**config.mk**
```make
export PLATFORM = sky130hd
export DESIGN_NAME = axis_fifo_bridge
export DESIGN_NICKNAME = d
export VERILOG_FILES = /design/src/rtl/axis_fifo_bridge.sv
export SDC_FILE = /design/constraint.sdc
export NUM_CORES = 1
export LEC_CHECK = 0
export ABC_AREA = 1
export ABC_CLOCK_PERIOD_IN_PS = 6210
export CORE_MARGIN = 1.5
export CORE_UTILIZATION = 59
export CTS_BUF_LIST = sky130_fd_sc_hd__clkbuf_8
export CTS_CLUSTER_DIAMETER = 100
export DETAILED_ROUTE_END_ITERATION = 16
export PLACE_DENSITY = 0.89
export SLEW_MARGIN = 20
export SYNTH_ARGS = -nofsm -noshare
export SYNTH_HDL_FRONTEND = slang
export SYNTH_SLANG_ARGS = --single-unit
```
**constraint.sdc**
```tcl
create_clock -name axis_aclk_i -period 6.21 [get_ports axis_aclk_i]
set_input_delay 1.863 -clock axis_aclk_i [delete_from_list [all_inputs] [get_ports axis_aclk_i]]
set_output_delay 1.863 -clock axis_aclk_i [all_outputs]
set_load 0.05 [all_outputs]
```
**src/rtl/axis_fifo_bridge.sv**
```systemverilog
// rtl/axis_fifo_bridge.sv - CPU register window bridging per-channel TX/RX FIFOs to AXI-stream master/slave ports
module axis_fifo_bridge #(
    parameter int          CHANNELS   = 2,
    parameter int          DATA_WIDTH = 8,
    parameter int          FIFO_DEPTH = 4,
    parameter logic [31:0] BASE_ADDR  = 32'hE4000000
) (
    input  logic                           axis_aclk_i,
    input  logic                           axis_aresetn_i,
    input  logic [31:0]                    addr_i,
    input  logic [31:0]                    data_i,
    output logic [31:0]                    data_o,
    output logic                           data_access_o,
    input  logic                           data_w_i,
    input  logic [CHANNELS-1:0]            m_axis_tready_i,
    output logic [CHANNELS-1:0]            m_axis_tvalid_o,
    output logic [CHANNELS*DATA_WIDTH-1:0] m_axis_tdata_o,
    output logic [CHANNELS-1:0]            s_axis_tready_o,
    input  logic [CHANNELS-1:0]            s_axis_tvalid_i,
    input  logic [CHANNELS*DATA_WIDTH-1:0] s_axis_tdata_i,
    output logic                           irq_o
);

    localparam int PW = $clog2(FIFO_DEPTH);
    localparam int CW = PW + 1;
    localparam logic [CW-1:0] FULL_CNT = CW'(FIFO_DEPTH);
    localparam logic [CW-1:0] CNT_ONE  = CW'(1);
    localparam logic [PW-1:0] PTR_ONE  = PW'(1);
    localparam logic [4:0]    CH_LIM   = 5'(CHANNELS);

    logic       hit_w, wr_hit_w, rd_hit_w;
    logic [3:0] ch_sel_w;
    logic [1:0] reg_sel_w;
    logic       unused_w;

    assign ch_sel_w      = addr_i[7:4];
    assign reg_sel_w     = addr_i[3:2];
    assign hit_w         = (addr_i[31:8] == BASE_ADDR[31:8]) && ({1'b0, ch_sel_w} < CH_LIM);
    assign wr_hit_w      = hit_w & data_w_i;
    assign rd_hit_w      = hit_w & ~data_w_i;
    assign data_access_o = hit_w;
    assign unused_w      = ^{addr_i[1:0], data_i[31:10]};

    logic [31:0]         status_w [CHANNELS];
    logic [31:0]         ctrl_rd_w [CHANNELS];
    logic [31:0]         rx_rd_w [CHANNELS];
    logic [CHANNELS-1:0] irq_ch_w;

    for (genvar c = 0; c < CHANNELS; c++) begin : g_ch
        localparam logic [3:0] CH_ID = 4'(c);

        logic [DATA_WIDTH-1:0] tx_mem_q [FIFO_DEPTH];
        logic [DATA_WIDTH-1:0] rx_mem_q [FIFO_DEPTH];
        logic [PW-1:0] tx_wr_q, tx_wr_d, tx_rd_q, tx_rd_d;
        logic [PW-1:0] rx_wr_q, rx_wr_d, rx_rd_q, rx_rd_d;
        logic [CW-1:0] tx_cnt_q, tx_cnt_d, rx_cnt_q, rx_cnt_d;
        logic tx_ovf_q, tx_ovf_d, rx_udf_q, rx_udf_d;
        logic rx_ie_q, rx_ie_d, tx_ie_q, tx_ie_d;
        logic sel_w, ctrl_wr_w, tx_push_w, tx_push_ok_w, tx_pop_w;
        logic rx_push_w, rx_pop_req_w, rx_pop_w;
        logic tx_flush_w, rx_flush_w, clr_w;

        assign sel_w        = ch_sel_w == CH_ID;
        assign ctrl_wr_w    = wr_hit_w && sel_w && reg_sel_w == 2'd3;
        assign tx_push_w    = wr_hit_w && sel_w && reg_sel_w == 2'd0;
        assign rx_pop_req_w = rd_hit_w && sel_w && reg_sel_w == 2'd1;
        assign tx_flush_w   = ctrl_wr_w & data_i[0];
        assign rx_flush_w   = ctrl_wr_w & data_i[1];
        assign clr_w        = ctrl_wr_w & data_i[2];
        // Fullness is judged on the pre-edge count, so a same-cycle pop never rescues an overflowing push
        assign tx_push_ok_w = tx_push_w && (tx_cnt_q != FULL_CNT);
        assign tx_pop_w     = (tx_cnt_q != '0) && m_axis_tready_i[c];
        assign rx_push_w    = s_axis_tvalid_i[c] && (rx_cnt_q != FULL_CNT);
        assign rx_pop_w     = rx_pop_req_w && (rx_cnt_q != '0);

        always_comb begin
            tx_wr_d  = tx_wr_q;
            tx_rd_d  = tx_rd_q;
            tx_cnt_d = tx_cnt_q;
            rx_wr_d  = rx_wr_q;
            rx_rd_d  = rx_rd_q;
            rx_cnt_d = rx_cnt_q;
            tx_ovf_d = tx_ovf_q;
            rx_udf_d = rx_udf_q;
            rx_ie_d  = rx_ie_q;
            tx_ie_d  = tx_ie_q;
            if (tx_push_ok_w) tx_wr_d = tx_wr_q + PTR_ONE;
            if (tx_pop_w)     tx_rd_d = tx_rd_q + PTR_ONE;
            case ({tx_push_ok_w, tx_pop_w})
                2'b10:   tx_cnt_d = tx_cnt_q + CNT_ONE;
                2'b01:   tx_cnt_d = tx_cnt_q - CNT_ONE;
                default: tx_cnt_d = tx_cnt_q;
            endcase
            if (rx_push_w) rx_wr_d = rx_wr_q + PTR_ONE;
            if (rx_pop_w)  rx_rd_d = rx_rd_q + PTR_ONE;
            case ({rx_push_w, rx_pop_w})
                2'b10:   rx_cnt_d = rx_cnt_q + CNT_ONE;
                2'b01:   rx_cnt_d = rx_cnt_q - CNT_ONE;
                default: rx_cnt_d = rx_cnt_q;
            endcase
            // Flush overrides any push/pop on the same edge
            if (tx_flush_w) begin
                tx_wr_d  = '0;
                tx_rd_d  = '0;
                tx_cnt_d = '0;
            end
            if (rx_flush_w) begin
                rx_wr_d  = '0;
                rx_rd_d  = '0;
                rx_cnt_d = '0;
            end
            if (clr_w) begin
                tx_ovf_d = 1'b0;
                rx_udf_d = 1'b0;
            end else begin
                if (tx_push_w && !tx_push_ok_w)  tx_ovf_d = 1'b1;
                if (rx_pop_req_w && !rx_pop_w)   rx_udf_d = 1'b1;
            end
            if (ctrl_wr_w) begin
                rx_ie_d = data_i[8];
                tx_ie_d = data_i[9];
            end
        end

        always_ff @(posedge axis_aclk_i or negedge axis_aresetn_i) begin
            if (!axis_aresetn_i) begin
                tx_wr_q  <= '0;
                tx_rd_q  <= '0;
                tx_cnt_q <= '0;
                rx_wr_q  <= '0;
                rx_rd_q  <= '0;
                rx_cnt_q <= '0;
                tx_ovf_q <= 1'b0;
                rx_udf_q <= 1'b0;
                rx_ie_q  <= 1'b0;
                tx_ie_q  <= 1'b0;
            end else begin
                tx_wr_q  <= tx_wr_d;
                tx_rd_q  <= tx_rd_d;
                tx_cnt_q <= tx_cnt_d;
                rx_wr_q  <= rx_wr_d;
                rx_rd_q  <= rx_rd_d;
                rx_cnt_q <= rx_cnt_d;
                tx_ovf_q <= tx_ovf_d;
                rx_udf_q <= rx_udf_d;
                rx_ie_q  <= rx_ie_d;
                tx_ie_q  <= tx_ie_d;
            end
        end

        always_ff @(posedge axis_aclk_i) begin
            if (tx_push_ok_w) tx_mem_q[tx_wr_q] <= data_i[DATA_WIDTH-1:0];
            if (rx_push_w)    rx_mem_q[rx_wr_q] <= s_axis_tdata_i[c*DATA_WIDTH +: DATA_WIDTH];
        end

        assign m_axis_tvalid_o[c] = tx_cnt_q != '0;
        assign m_axis_tdata_o[c*DATA_WIDTH +: DATA_WIDTH] = tx_mem_q[tx_rd_q];
        assign s_axis_tready_o[c] = rx_cnt_q != FULL_CNT;

        assign status_w[c] = {11'd0, 5'(rx_cnt_q), 3'd0, 5'(tx_cnt_q), 2'd0,
                              rx_udf_q, tx_ovf_q,
                              rx_cnt_q == FULL_CNT, rx_cnt_q == '0,
                              tx_cnt_q == FULL_CNT, tx_cnt_q == '0};
        assign ctrl_rd_w[c] = {22'd0, tx_ie_q, rx_ie_q, 8'd0};
        assign rx_rd_w[c]   = (rx_cnt_q != '0) ? 32'(rx_mem_q[rx_rd_q]) : 32'd0;
        assign irq_ch_w[c]  = (rx_ie_q && rx_cnt_q != '0) || (tx_ie_q && tx_cnt_q == '0);
    end

    logic [31:0] rd_val_w;
    logic [31:0] data_q, data_d;
    logic        irq_q, irq_d;

    always_comb begin
        rd_val_w = '0;
        for (int i = 0; i < CHANNELS; i++) begin
            if (ch_sel_w == 4'(i)) begin
                case (reg_sel_w)
                    2'd1:    rd_val_w = rx_rd_w[i];
                    2'd2:    rd_val_w = status_w[i];
                    2'd3:    rd_val_w = ctrl_rd_w[i];
                    default: rd_val_w = '0;
                endcase
            end
        end
    end

    assign data_d = rd_hit_w ? rd_val_w : data_q;
    assign irq_d  = |irq_ch_w;

    always_ff @(posedge axis_aclk_i or negedge axis_aresetn_i) begin
        if (!axis_aresetn_i) begin
            data_q <= '0;
            irq_q  <= 1'b0;
        end else begin
            data_q <= data_d;
            irq_q  <= irq_d;
        end
    end

    assign data_o = data_q;
    assign irq_o  = irq_q;

endmodule

```
## After elaboration in Yosys (flattened, before gate mapping)

Memory sizes are Yosys's and may differ from the RTL's.
Index checks and enable logic that the tools add are counted.

- Flip-flop bits (word level): 69
- Bits in writable memories: 128
- Logic and storage cells: 179
- Memories: 4

- $add $sub $neg: 16
- Magnitude comparators: 1
- Eq/ne operators: 21
- Mux-type cells: 46
- Bitwise gates (word level): 9
- Reduce and logical (&&, ||, !) cells: 60

Memories:

| name | depth | bits a word | read ports | clocked after Yosys merged registers in | write ports | line | text |
|---|---|---|---|---|---|---|---|
| g_ch[0].rx_mem_q | 4 | 8 | 1 | 0 | 1 | 53 | `logic [DATA_WIDTH-1:0] rx_mem_q [FIFO_DEPTH];` |
| g_ch[0].tx_mem_q | 4 | 8 | 1 | 0 | 1 | 52 | `logic [DATA_WIDTH-1:0] tx_mem_q [FIFO_DEPTH];` |
| g_ch[1].rx_mem_q | 4 | 8 | 1 | 0 | 1 | 53 |  |
| g_ch[1].tx_mem_q | 4 | 8 | 1 | 0 | 1 | 52 |  |

Operator list:

| operator | number |
|---|---|
| $pmux 19 s3 | 2 |
| $mux 2 | 16 |
| $mux 32 | 1 |
| $logic_and 1x1->1 | 27 |
| $eq 24x24->1 const B | 1 |
| $pmux 3 s2 | 4 |
| $reduce_bool 2->1 | 12 |
| $reduce_bool 3->1 | 8 |
| $mux 19 | 1 |
| $add 2x1->2 const B | 8 |
| $mux 1 | 16 |
| $mux 8 | 2 |
| $add 3x1->3 const B | 4 |
| $eq 2x2->1 const B | 6 |
| $eq 3x3->1 const B | 4 |
| $logic_not 3->1 | 4 |
| $mux 3 | 4 |
| $ne 3x3->1 const B | 4 |
| $sub 3x1->3 const B | 4 |
| $eq 2x1->1 const B | 5 |
| $and 1x1->1 | 8 |
| $eq 4x1->1 const B | 1 |
| $logic_not 1->1 | 4 |
| $logic_not 4->1 | 1 |
| other kinds (5) | 6 |

## Logic depth before layout (Yosys ltp)

Gate-level depths: netlist of the first run.

- Depth in word-level cells: 10
- Mapped depth: 16

## Least setup slack after synthesis of the first run

Ideal clock, no wire load.

- Kind: input -> output
- From: input addr_i[23]
- To: output data_access_o
- Arrival time: 2.505 ns
- Data required time: 4.347 ns
- Setup slack: 1.842 ns
- Stages on the path: 5
- Path through: nor2_1 nand2_1 nor2_1 nand2_2 nor2_8

- Word-level cells in the longest chain between the ends: 2

RTL lines:

| item | line | text |
|---|---|---|
| start, declared | 10 | `input logic [31:0] addr_i,` |
| $eq 24x24->1 | 38 | `assign hit_w = (addr_i[31:8] == BASE_ADDR[31:8]) && ({1'b0, ch_sel_w} < CH_LIM);` |
| $logic_and 1x1->1 | 38 |  |
| end, declared | 13 | `output logic data_access_o,` |

No other way between the ends.

## Worst setup path in the final report of the first run

Ends and elaborated chain as after synthesis.

==> metrics, run 1 <==
status=finished clean; EDFF count, synth=~130; Synth cell types=40; top cells by area, synth=edfxtp_1 (46%), dfrtp_1 (15%), nor2_1 (6.1%); All-Layer GR Usage=26.39%; htree depth=4; Fin. Hold Viols=0; number of core rows=between 40 and 50; sw power=approximately 0.00083 W; CTS Hold Bufs=0; Final Wtd Congestion=0.8511; Worst-Margin Slew=0.7928 ns; internal power=0.001901 W; detailed-route DRC error count=0; Synth top area share=a little under half; num ports=about 140; Worst Path Required=between 4 and 5 ns; relative slew slack=46.95%; clk_lat worst skew=0.47 ns; Fmax=around 180 MHz; Routed WL per cell=16.59 microns; 1st-iter DRT viols=roughly 500; final net count=a little over 1,000; Cell Area, Synth=8367 sq um; FFs w/ async S/R, synth=28.49%; Hold Path Class=reg2reg; fill cell count=1,027; Ys Warns=0; share of power burned in registers=about 54%; CTS Root Cell=clkbuf_8; first-pass detailed-route iteration total=5; #FFs+latches synth=between 150 and 200; startpoint type of the worst setup path=input pin; fin crit period=around 5.7 ns; grt ovf=0; Seq/Total Area, Yosys=between 60 and 70%; share of cells above drive strength 1=around 9.0%; Setup crit end kind=primary output; Most used DFF post-synth=edfxtp_1; logic gate share of total power=about a fifth; vias in the first global route=roughly 6,200; clock share of power=around 27%; clk sinks=approximately 180; Pleak=3.903 nW; core area=~14,000 sq um; sw frac=30.31%; first-pass GRT wire length=29.77 mm; unrepaired setup endpoints after global routing=no; CTS buffer count=17; worst clock skew=roughly 0.012 ns; # diodes=0; CTS tree=yes; setup TNS=0 ns; drt via density=5.605; WHS=~0.51 ns; Max FO, Critical Path=6; setup bufs post-CTS=0; deepest clock path buffer count=2; antenna-violating nets left=0; DPL Wire Length=about 13 mm; largest net degree at the start of global routing=52; Worst R2R Path Depth=11; Die H=between 100 and 150 microns; WHS Path Cells=2; Area Growth Syn to Fin=17.02%; MaxCap Viol Count=0; Synth area leader=edfxtp_1; worst path arrival time=3.80 ns; maximum vdd drop=around 230 uV; Initial Util=about three fifths; fin crit share=91.14%; Pins Over Slew Limit=0; Post-Synthesis Cells=815; Die Footprint=about 15,000 sq um; routed wire length=roughly 18 mm; die width=122.1 microns; pwr dens=between 200 and 300 nW/um^2; number of buffers added on ports=slightly below 100; via count=a little over 6,000; FF-to-FF setup slack=3.72 ns; crit path kind=in2out; # setup viols final=0; initial antenna violation count=0; register clock-pin slew on the reported worst setup and hold paths=approximately 0.090 ns; Syn Area/Cell=between 10 and 15 sq um; post-cts resize count=0
==> layout by cell type, fill, tap and decap left out, types with 4 or more instances in the layout <==
master,count
clkinvlp_4,6
nand3_1,30
clkbuf_8,18
nor2_4,6
fa_1,4
clkdlybuf4s50_1,97
nor2_1,135
nor2_2,9
o22ai_1,39
inv_1,76
conb_1,18
edfxtp_1,128
o21ai_1,5
xnor2_1,4
inv_2,12
nor3_1,8
ha_1,16
dfrtp_1,51
nand2_2,10
a21oi_1,23
o21ai_0,80
nand2_1,115
==> area by class of cell <==
cell class	count	area (sq um)	area share, %
Sequential cell	179	5120	52.29
Multi-Input combinational cell	529	2765	28.24
Timing Repair Buffer	100	991.0	10.12
Inverter	87	326.6	3.335
Clock buffer	18	247.7	2.530
Tap cell	180	225.2	2.300
Clock inverter	14	115.1	1.176
==> sequential cells by signal (all words and copies together), names as in the netlist <==
register and count:
data_o 14, g_ch.rx_mem_q 64, g_ch.rx_rd_q 4, g_ch.tx_cnt_q 6
g_ch.tx_ie_q 2, g_ch.tx_wr_q 4, g_ch.rx_ie_q 2, g_ch.rx_cnt_q 6
g_ch.tx_rd_q 4, irq_o 1, g_ch.tx_ovf_q 2, g_ch.rx_udf_q 2
g_ch.rx_wr_q 4, g_ch.tx_mem_q 64
==> path summary, 6_finish.rpt <==
kind | from | to
min | data_o[17]$_DFFE_PN0N_ | data_o[17]$_DFFE_PN0N_
min in group asynchronous | axis_aresetn_i | g_ch[1].rx_wr_q[1]$_DFFE_PN0P_
max in group asynchronous | axis_aresetn_i | g_ch[0].tx_wr_q[0]$_DFFE_PN0P_
max reg2reg | g_ch[0].rx_cnt_q[1]$_DFFE_PN0P_ | g_ch[0].rx_cnt_q[2]$_DFFE_PN0P_
max | addr_i[23] | data_access_o
min reg2reg | data_o[17]$_DFFE_PN0N_ | data_o[17]$_DFFE_PN0N_
==> power groups by stage <==
| stage | logic (W) | registers (W) | clock network, W |
|---|---|---|---|
| after floorplan | 0.000359 | 0.00147 | 0 |
| after global placement | 0.000495 | 0.00149 | 0 |
| after detailed placement | 0.000513 | 0.00150 | 0 |
| after CTS | 0.000518 | 0.00147 | 0.000741 |
| after global routing | 0.000571 | 0.00148 | 0.000786 |
| final | 0.000518 | 0.00147 | 0.000735 |
==> Yosys cell counts (all sizes together) (2+ instances only) <==
library cell  instances
dfrtp                51
edfxtp              128
ha                   16
inv                  86
nand3                34
a31oi                 2
xnor2                 4
nor3                 11
buf                  23
clkbuf               14
fa                    4
o21ai                87
xor2                  2
a21oi                23
nand4                 5
o22ai                39
nand2               125
nor2                152
nand3b                2
==> through the flow <==
| stage | area [sq um] | total power (W) | util, % | instances | setup slack (ns) |
|---|---|---|---|---|---|
| finish | 9791 | 0.002727 | 70.53 | 1107 | 0.5502 |
| global route | 9791 | 0.002842 | 70.53 | 1107 | 0.3923 |
| CTS | 9791 | 0.002732 | 70.53 | 1107 | 0.5540 |
| detailed placement | 9428 | 0.002010 | 67.92 | 1075 | 0.5523 |
| global placement | 9428 | 0.001985 | 67.92 | 1075 | 0.5625 |
| floorplan | 8431 | 0.001833 | - | 832 | 1.842 |
==> worst max-delay path: stages <==
cell	delay, ns
clkdlybuf4s50_1	0.42
nor2_1	0.10
nand2_1	0.06
nor2_1	0.15
nand2_2	0.16
nor2_8	0.19
clkdlybuf4s50_1	0.85
==> logic make-up after synthesis <==
group | Yosys count | synth area share, %
AO/OA/AOI/OAI | 155 | 10.15
flip-flops | 179 | 61.19
XOR/XNOR | 6 | 0.6281
multiplexers | 1 | 0.1196
AND/OR/NAND/NOR | 329 | 17.99
buffers and inverters | 124 | 6.520
other | 1 | 0.04482
adder cells (fa/ha/maj) | 20 | 3.350
==> metal layers <==
| layer | track usage, % | part of all wire, % |
|---|---|---|
| met1 | 32.53 | 39 |
| met2 | 44.84 | 50 |
| met3 | 6.554 | 8.2 |
| met4 | 10.54 | 2.8 |
| met5 | 0 | 0 |
Note: power is estimated with default switching activity, not from simulation.
==> run 2: changes to the inputs <==
ABC_AREA = not set   (was 1)
GPL_TIMING_DRIVEN = 0   (was not set)
PLACE_DENSITY = 0.9   (was 0.89)
==> run 2 against run 1 <==
Effect of this change:
- fmax fell by 7.5%
- via count fell by 18%
- die area shrank 1.9%
- critical endpoint unchanged
- highest routed layer unchanged
==> metrics, run 2 <==
via count=5,062 (-18%); logic gate share of total power=15.5% (-3.5 points); htree depth=4 (unchanged); core area=13,400 sq um (-3.5%); num ports=141 (unchanged); fill cell count=861 (-16%); Post-Synthesis Cells=540 (-34%); Setup crit end kind=primary output; FF-to-FF setup slack=3.66 ns (-0.06 ns); Routed WL per cell=19.62 microns (+18%); CTS tree=yes; largest net degree at the start of global routing=52 (unchanged); maximum vdd drop=176.5 uV (-24%); Initial Util=61.22% (+0.95 points); Synth cell types=52 (+30%); Final Wtd Congestion=0.9209 (+8.2%); worst path arrival time=4.25 ns (+0.45 ns); number of core rows=42 (-2.3%); # diodes=0 (unchanged); Hold Path Class=reg2reg; final net count=779 (-24%); Cell Area, Synth=8204 sq um (-1.9%); Fin. Hold Viols=0 (unchanged); Synth area leader=edfxtp_1; most common cell in the netlist=edfxtp_1; setup TNS=0 ns (unchanged); detailed-route DRC error count=0 (unchanged); highest-count cells in the layout ignoring fill and taps=edfxtp_1 (128), clkdlybuf4s50_1 (94), dfrtp_1 (51), nor2_1 (42), mux4_2 (32); clk sinks=179 (unchanged); FFs w/ async S/R, synth=28.49% (unchanged); dpl cell area=9447 sq um (+0.20%); CTS Root Cell=clkbuf_8; Worst Path Required=4.35 ns (about the same); Fmax=163.5 MHz (-7.5%); Pleak=3.666 nW (-6.1%); crit-path leading delay family=buffers and inverters; startpoint type of the worst setup path=input pin; CTS buffer count=17 (unchanged); relative slew slack=29.41% (-18 points); Area Growth Syn to Fin=19.83%; WHS=0.5227 ns (+0.01623 ns); antenna-violating nets left=0 (unchanged); Synth top area share=46.85% (+0.91 points); die width=120.9 microns (-0.95%); routed wire length=16.87 mm (-8.2%); sw frac=26.26% (-4.0 points); top cells by area, synth=edfxtp_1 (47%), dfrtp_1 (16%), mux4_2 (8.8%); setup bufs post-CTS=0 (unchanged); clk_lat worst skew=0.45 ns (-0.02 ns); Die Footprint=14,620 sq um (-1.9%); Post-synth top cells=edfxtp_1 (128), dfrtp_1 (51), nor2_1 (42), mux4_2 (32), mux2i_1 (23); first-pass GRT wire length=27.34 mm (-8.2%); unrepaired setup endpoints after global routing=no; Max FO, Critical Path=10 (+4); Seq/Total Area, Yosys=62.41% (+1.2 points); sw power=0.0007008 W (-15%); register clock-pin slew on the reported worst setup and hold paths=0.09 ns (about the same); pwr dens=271.5 nW/um^2 (-2.6%); share of cells above drive strength 1=17.69% (+8.7 points); # setup viols final=0 (unchanged); Pins Over Slew Limit=0 (unchanged); crit path kind=in2out; clock share of power=28.9% (+1.9 points); initial antenna violation count=0 (unchanged); critical path cell sequence=clkdlybuf4s50_1, nor4_1, nand2_1, buf_2, or2_1, nor2_1, dlygate4sd2_1; Ys Warns=0 (unchanged); MaxCap Viol Count=0 (unchanged); Syn Area/Cell=15.19 sq um (+48%); drt via density=5.886 (+5.0%); commonest non-fill, non-tap cell in the layout=edfxtp_1; fin crit share=98.48% (+7.3 points); Die H=120.9 microns (-0.95%); Most used DFF post-synth=edfxtp_1; #FFs+latches synth=179 (unchanged); worst clock skew=0.01079 ns (-0.001329 ns); fin crit period=6.116 ns (+0.4558 ns); EDFF count, synth=128 (unchanged); deepest clock path buffer count=2 (unchanged); All-Layer GR Usage=25.17% (-1.2 points); DPL Wire Length=12.20 mm (-5.4%); grt ovf=0 (unchanged); first-pass detailed-route iteration total=6 (+1); share of power burned in registers=55.6% (+1.6 points); CP Buf/Inv Count=3 (+1); vias in the first global route=5,283 (-14%); final core occ=73.36% (+2.8 points); final std cell area, no fill=9831 sq um (+0.41%); CP max stage delay=0.56 ns (-0.29 ns); internal power=0.001968 W (+3.5%); status=finished clean; Crit-path slowest cell=dlygate4sd2_1; number of buffers added on ports=96 (-2.0%); Pwr Total=0.002669 W (-2.2%); Worst-Margin Slew=1.044 ns (+0.2513 ns); 1st-iter DRT viols=561 (+10%)
[run 2: layout make-up]
type | instances | area, sq um | share of cell area [%]
Sequential cell | 179 | 5120 | 52.08
Tap cell | 176 | 220.2 | 2.240
Buffer | 39 | 236.5 | 2.405
Multi-Input combinational cell | 321 | 2844 | 28.93
Timing Repair Buffer | 96 | 957.2 | 9.737
Clock inverter | 14 | 151.4 | 1.540
Clock buffer | 17 | 234.0 | 2.380
Inverter | 18 | 67.56 | 0.6873
[run 2: cells by family (layout without fill, tap and decap cells)]
logic type	count (synthesis)	after routing	synth area share, %
buffers and inverters	57	184	3.706
xor gates and xnor gates	16	16	1.800
DFF	179	179	62.41
adders and majority gates	20	20	3.416
AOI/OAI and AO/OA	37	37	2.684
and+or+nand+nor	155	155	11.61
other	1	18	0.04571
muxes	75	75	14.34
[run 2: repair_timing]
action,in CTS,in global routing
hold buffers,0,0
setup endpoints to repair,1,0
resized for setup,1,0
[run 2: final timing paths]
| kind | from | endpoint | cells past startpoint |
|---|---|---|---|
| setup reg to reg | g_ch[1].rx_cnt_q[2]$_DFFE_PN0P_ | g_ch[1].rx_cnt_q[2]$_DFFE_PN0P_ | 8 |
| hold reg to reg | data_o[8]$_DFFE_PN0N_ | data_o[8]$_DFFE_PN0N_ | 1 |
| min in group asynchronous | axis_aresetn_i | data_o[4]$_DFFE_PN0N_ | 1 |
| max in group asynchronous | axis_aresetn_i | g_ch[0].rx_cnt_q[0]$_DFFE_PN0P_ | 1 |
| hold / removal | data_o[8]$_DFFE_PN0N_ | data_o[8]$_DFFE_PN0N_ | 1 |
| setup / recovery | addr_i[13] | data_access_o | 7 |
[run 2: power groups by stage]
stage	clock network, W	logic (W)	registers, W
CTS	0.000785	0.000414	0.00148
global placement	0	0.000385	0.00149
global route	0.000828	0.000456	0.00150
floorplan	0	0.000273	0.00148
finish	0.000771	0.000415	0.00148
detailed placement	0	0.000410	0.00151
[run 2: metrics by stage]
step	worst slack [ns]	std cells
2_1_floorplan	0.7645	557
3_3_place_gp	-0.1365	829
3_5_place_dp	-0.1470	829
4_1_cts	0.1224	860
5_1_grt	0.03324	860
6_report	0.09438	860
[run 2: layer usage]
layer | vias up | part of all wire (%) | wire length (microns) | GRT usage, %
met2 | 270 | 51 | 8568 | 42.93
met4 | 0 | 2.9 | 495 | 9.559
met3 | 49 | 7.5 | 1267 | 5.404
met1 | 2498 | 39 | 6539 | 31.88
met5 | - | 0 | 0 | 0
li1 | 2245 | - | - | -
